[src/rtl/pe_ctrl_pkg.sv]
// Shared definitions for the PE array sequencer: state encoding and default geometry.
package pe_ctrl_pkg;

  typedef enum logic [2:0] {
    IDLE   = 3'd0,
    LOAD_W = 3'd1,
    FEED   = 3'd2,
    DRAIN  = 3'd3,
    DONE   = 3'd4
  } state_e;

  localparam int N_DEF       = 4;
  localparam int RES_LAT_DEF = 2 * N_DEF + 1;

endpackage

[src/rtl/pe_array_ctrl_delay_line.sv]
// Shift-register delay line with synchronous clear; taps[i] is din delayed i+1 cycles,
// OUT_W selects how many of the deepest taps are exposed.
module ctrl_delay_line #(
  parameter int DEPTH = 4,
  parameter int OUT_W = DEPTH
) (
  input  logic             clk,
  input  logic             res,
  input  logic             clr,
  input  logic             din,
  output logic [OUT_W-1:0] taps
);

  logic [DEPTH-1:0] line_q;
  logic [DEPTH-1:0] line_d;

  always_comb begin
    line_d = {line_q[DEPTH-2:0], din};
    if (clr) line_d = '0;
  end

  always_ff @(posedge clk) begin
    if (res) line_q <= '0;
    else     line_q <= line_d;
  end

  assign taps = line_q[DEPTH-1 -: OUT_W];

endmodule

[src/rtl/pe_array_ctrl.sv]
// Job sequencer for an N x N PE16 array: weight preload, skewed vector feed,
// pipeline drain and result-column flagging.
module pe_array_ctrl
  import pe_ctrl_pkg::*;
#(
  parameter int N       = N_DEF,
  parameter int AW      = 10,
  parameter int VW      = 16,
  parameter int RES_LAT = 2 * N + 1
) (
  input  logic          clk,
  input  logic          res,
  input  logic          start,
  input  logic          abort,
  input  logic          width_cfg,
  input  logic [VW-1:0] num_vec,
  input  logic [AW-1:0] w_base,
  input  logic [AW-1:0] x_base,
  output logic          busy,
  output logic          done,
  output logic          w_rd_en,
  output logic [AW-1:0] w_rd_addr,
  output logic [N-1:0]  w_row_en,
  output logic          x_rd_en,
  output logic [AW-1:0] x_rd_addr,
  output logic [N-1:0]  x_lane_en,
  output logic          pe_enable,
  output logic          pe_width,
  output logic          res_valid,
  output logic [VW-1:0] res_idx
);

  state_e        state_q, state_d;
  logic [VW-1:0] cnt_q, cnt_d;
  logic [VW-1:0] num_vec_q, num_vec_d;
  logic [AW-1:0] w_base_q, w_base_d;
  logic [AW-1:0] x_base_q, x_base_d;
  logic          width_q, width_d;
  logic [N-1:0]  w_row_en_q, w_row_en_d;
  logic [VW-1:0] res_idx_q, res_idx_d;

  // One counter is reused as row index, vector index and drain count.
  always_comb begin
    state_d   = state_q;
    cnt_d     = cnt_q;
    num_vec_d = num_vec_q;
    w_base_d  = w_base_q;
    x_base_d  = x_base_q;
    width_d   = width_q;
    w_rd_en   = 1'b0;
    x_rd_en   = 1'b0;
    pe_enable = 1'b0;
    case (state_q)
      IDLE: begin
        cnt_d = '0;
        if (start && !abort) begin
          num_vec_d = num_vec;
          w_base_d  = w_base;
          x_base_d  = x_base;
          width_d   = width_cfg;
          state_d   = (num_vec == '0) ? DONE : LOAD_W;
        end
      end
      LOAD_W: begin
        w_rd_en = 1'b1;
        if (cnt_q == VW'(N - 1)) begin
          state_d = FEED;
          cnt_d   = '0;
        end else begin
          cnt_d = cnt_q + VW'(1);
        end
      end
      FEED: begin
        x_rd_en   = 1'b1;
        pe_enable = 1'b1;
        if (cnt_q == num_vec_q - VW'(1)) begin
          state_d = DRAIN;
          cnt_d   = '0;
        end else begin
          cnt_d = cnt_q + VW'(1);
        end
      end
      DRAIN: begin
        pe_enable = 1'b1;
        if (cnt_q == VW'(RES_LAT - 1)) begin
          state_d = DONE;
          cnt_d   = '0;
        end else begin
          cnt_d = cnt_q + VW'(1);
        end
      end
      DONE:    state_d = IDLE;
      default: state_d = IDLE;
    endcase
    if (abort) begin
      state_d = IDLE;
      cnt_d   = '0;
    end
  end

  always_comb begin
    w_row_en_d = '0;
    if (w_rd_en && !abort) w_row_en_d = N'(1) << cnt_q;
    res_idx_d = res_idx_q;
    if (abort || state_q == DONE) res_idx_d = '0;
    else if (res_valid)           res_idx_d = res_idx_q + VW'(1);
  end

  always_ff @(posedge clk) begin
    if (res) begin
      state_q    <= IDLE;
      cnt_q      <= '0;
      num_vec_q  <= '0;
      w_base_q   <= '0;
      x_base_q   <= '0;
      width_q    <= 1'b0;
      w_row_en_q <= '0;
      res_idx_q  <= '0;
    end else begin
      state_q    <= state_d;
      cnt_q      <= cnt_d;
      num_vec_q  <= num_vec_d;
      w_base_q   <= w_base_d;
      x_base_q   <= x_base_d;
      width_q    <= width_d;
      w_row_en_q <= w_row_en_d;
      res_idx_q  <= res_idx_d;
    end
  end

  ctrl_delay_line #(.DEPTH(N), .OUT_W(N)) u_lane_dly (
    .clk  (clk),
    .res  (res),
    .clr  (abort),
    .din  (x_rd_en),
    .taps (x_lane_en)
  );

  // Only the deepest tap matters here: it marks a column leaving the bottom row.
  ctrl_delay_line #(.DEPTH(RES_LAT), .OUT_W(1)) u_res_dly (
    .clk  (clk),
    .res  (res),
    .clr  (abort),
    .din  (x_rd_en),
    .taps (res_valid)
  );

  assign busy      = (state_q != IDLE);
  assign done      = (state_q == DONE);
  assign pe_width  = busy & width_q;
  assign w_rd_addr = w_rd_en ? (w_base_q + cnt_q[AW-1:0]) : '0;
  assign x_rd_addr = x_rd_en ? (x_base_q + cnt_q[AW-1:0]) : '0;
  assign w_row_en  = w_row_en_q;
  assign res_idx   = res_idx_q;

endmodule

[config.mk]
export PLATFORM = sky130hd
export DESIGN_NAME = pe_array_ctrl
export DESIGN_NICKNAME = d
export VERILOG_FILES = /design/src/rtl/pe_ctrl_pkg.sv /design/src/rtl/pe_array_ctrl_delay_line.sv /design/src/rtl/pe_array_ctrl.sv
export SDC_FILE = /design/constraint.sdc
export NUM_CORES = 1
export LEC_CHECK = 0
export BUFFER_PORTS_ARGS = -buffer_cell sky130_fd_sc_hd__buf_4
export CAP_MARGIN = 25
export CORE_AREA = 2 2 118 120
export DETAILED_ROUTE_END_ITERATION = 10
export DIE_AREA = 0 0 120 122
export PLACE_DENSITY_LB_ADDON = 0.2
export REMOVE_ABC_BUFFERS = 1
export SKIP_CTS_REPAIR_TIMING = 1
export SLEW_MARGIN = 15
export SYNTH_ARGS = -nofsm -noshare
export SYNTH_HDL_FRONTEND = slang
export SYNTH_SLANG_ARGS = --single-unit
[constraint.sdc]
create_clock -name clk -period 3.7 [get_ports clk]
set_clock_uncertainty 0.1 [all_clocks]
set_input_delay 0 -clock clk [delete_from_list [all_inputs] [get_ports clk]]
set_output_delay 0 -clock clk [all_outputs]
set_load 0.02 [all_outputs]
==> impl_metrics.csv <==
group,metric,value,unit
yosys,synth_common_cells,"nand2_1, dfxtp_1, a21oi_1",
drt,vias,4254,
yosys,ys.flop_type,"dfxtp_1",
layout,drive_gt1_share,17.8,%
placed_design,numPortBuffers,91,
grt,grt_pass1_vias,3907,
floorplanning,dieArea,14600,um2
clock_tree,htree_levels,3,
grt,grt_overflow_total,0,
clock_tree,clock_latency,0.35,ns
clock_tree,cts_tree,"done",
sta,hold_viol_final,24,
floorplanning,rows,43,
power_and_ir_drop,leakage,2.59,nW
drt,wl_per_cell,13.5,um
outcome,violations,"hold timing",
yosys,avgSynthCellArea,8.09,um2
drt,wl_met2,5680,um
layout,final_nets,750,
yosys,synthCells,568,
yosys,seq_area_frac_synth,37.0,%
power_and_ir_drop,finalPower,2.30,mW
yosys,synth_top_area_share,37.0,%
layout,num_antenna_cells,0,
sta,slew_viol_final,0,
setup_path,worstPathArrival,3.25,ns
worst_hold_path,hold_path.class,"in2reg",
yosys,synth_area_leaders,"dfxtp_1, nand2_1, a21oi_1, ha_1, xnor2_1",
job,maxCapViolCount,0,
placed_design,dp_hpwl,8430,um
floorplanning,core-area,13500,um2
power_and_ir_drop,vdd_drop_max,329,uV
setup_path,crit_required,3.86,ns
power_and_ir_drop,powerDensity,375,nW/um2
layout,fillers,1331,
clock_tree,clockBufferDepth,2,
drt,drt_pre_antenna_iters,4,
yosys,synth_edf_count,0,
sta,slew_headroom,51.3,%
clock_tree,clkSinkCount,85,
yosys,synth_top_area_cell,"dfxtp_1",
layout,syn_to_final_growth,33.6,%
yosys,ys_seq_elements,85,
setup_path,critPathKind,"reg2reg",
drt,drtIter0Drc,159,
grt,grt_antenna_before_repair,0,
grt,track_usage,16.3,%
floorplanning,die_w,120,um
sta,rsz0062_at_grt,"no",
floorplanning,die_y,122,um
drt,routed_wl,11700,um
setup_path,startpoint_type,"register",
yosys,ys_warn_count,0,
drt,via_per_inst,4.89,
yosys,async_reset_ff_share,0,%
drt,wl_met3,487,um
clock_tree,clk_pin_slew,0.06,ns
drt,route.detailed.drc,0,
setup_path,cp_max_fo,19,
drt,final_antenna_net_count,0,
clock_tree,root_buffer,"clkbuf_16",
floorplanning,ioPinCount,92,
placed_design,globalplace.congestion,0.924,
sta,timing.fmax,324,MHz
sta,fin_setup_tns,0,ns
sta,fin_crit_sh,83.4,%
drt,routed.top_layer,"met4",
floorplanning,start_util,34.0,%
layout,multi_input_area,2700,um2
setup_path,end_kind,"register",
outcome,status,"finished with violations",
grt,grt_max_degree,40,
yosys,syn_area,4590,um2
grt,grt_pass1_wl,18900,um
layout,seq_area,1700,um2
sta,worstMarginPinSlew,0.727,ns
yosys,post-synth-top-count-cell,"nand2_1",
sta,whs,-0.0241,ns
sta,finalSetupViolCount,0,
sta,period_needed,3.08,ns
drt,met1_length,5300,um
clock_tree,numCtsBuffers,9,
yosys,synth_cell_type_count,52,
layout by cell type (no fill, tap or decap), drive strengths merged, types with 9 or more instances in the layout:
cell type	netlist	layout
nand2	96	96
buf	7	96
dfxtp	85	85
a21oi	62	62
nor2	50	50
dlygate4sd3	0	39
xor2	27	27
xnor2	27	27
ha	22	22
and2	18	18
nor3	16	16
inv	13	13
a31oi	13	13
clkbuf	22	13
nor4	12	12
nand3	11	11
and3	11	11
o21ai	9	9
kinds of logic (layout without fill, tap and decap cells):
family	Yosys count	after routing	synth area share, %
buffers and inverters	42	164	4.11
XOR/XNOR	54	54	10.3
multiplexers	2	2	0.436
flip-flops	85	85	37.0
AND/OR/NAND/NOR	249	249	26.3
adder cells (fa/ha/maj)	24	24	6.86
AO/OA/AOI/OAI	112	112	14.9
state kept, by name, summed over array words and instances, names as in the netlist:
name	count
num_vec_q	16
x_base_q	10
res_idx	16
w_row_en	4
u_res_dly.line_q	6
width_q	1
u_lane_dly.taps	3
cnt_q	16
state_q	3
w_base_q	10
area by class of cell:
cell class,instances,area share (%)
Multi-Input combinational cell,441,44.1
Sequential cell,85,27.7
Timing Repair Buffer,135,18.1
Clock buffer,13,4.57
Tap cell,180,3.67
Clock inverter,3,1.06
Inverter,13,0.795
where the power goes:
group          internal (mW)  switching, mW
combinational          0.149          0.159
sequential             0.940         0.0244
clock                  0.664          0.362
critical path, stage by stage (launching register included):
cell and delay [ns]:
dfxtp_1 0.35, inv_1 0.09, ha_1 0.20, or4b_4 0.50
nor4_1 0.27, nor3_1 0.08, a31oi_1 0.21, nor4_2 0.11
a211oi_4 0.61, buf_4 0.25, a21oi_1 0.07, a31oi_1 0.16
per-stage QoR:
stage / setup WS, ns / util [%] / cells / instance area (um2)
5_1_grt: 0.257 / 45.4 / 870 / 6130
3_5_place_dp: 0.657 / 40.0 / 815 / 5400
4_1_cts: 0.562 / 42.5 / 831 / 5740
2_1_floorplan: 0.921 / - / 539 / 4450
3_3_place_gp: 0.791 / 40.0 / 815 / 5400
6_report: 0.615 / 45.4 / 870 / 6130
metal layers:
| metal | vias to the layer above | global-route usage [%] |
|---|---|---|
| li1 | 2176 | - |
| met1 | 1969 | 19.7 |
| met2 | 92 | 27.8 |
| met3 | 17 | 4.54 |
| met5 | - | 0 |
| met4 | 0 | 5.51 |
worst paths after layout:
kind	start	endpoint	slack, ns	depth (start not counted)
setup / recovery	num_vec_q[0]	cnt_q[2]	0.62	11
hold / removal	res	w_base_q[2]	-0.02	2
setup reg to reg	num_vec_q[0]	cnt_q[2]	0.62	11
hold reg to reg	u_res_dly.line_q[7]	u_res_dly.line_q[8]	0.33	1
(Power assumes the default switching activity.)
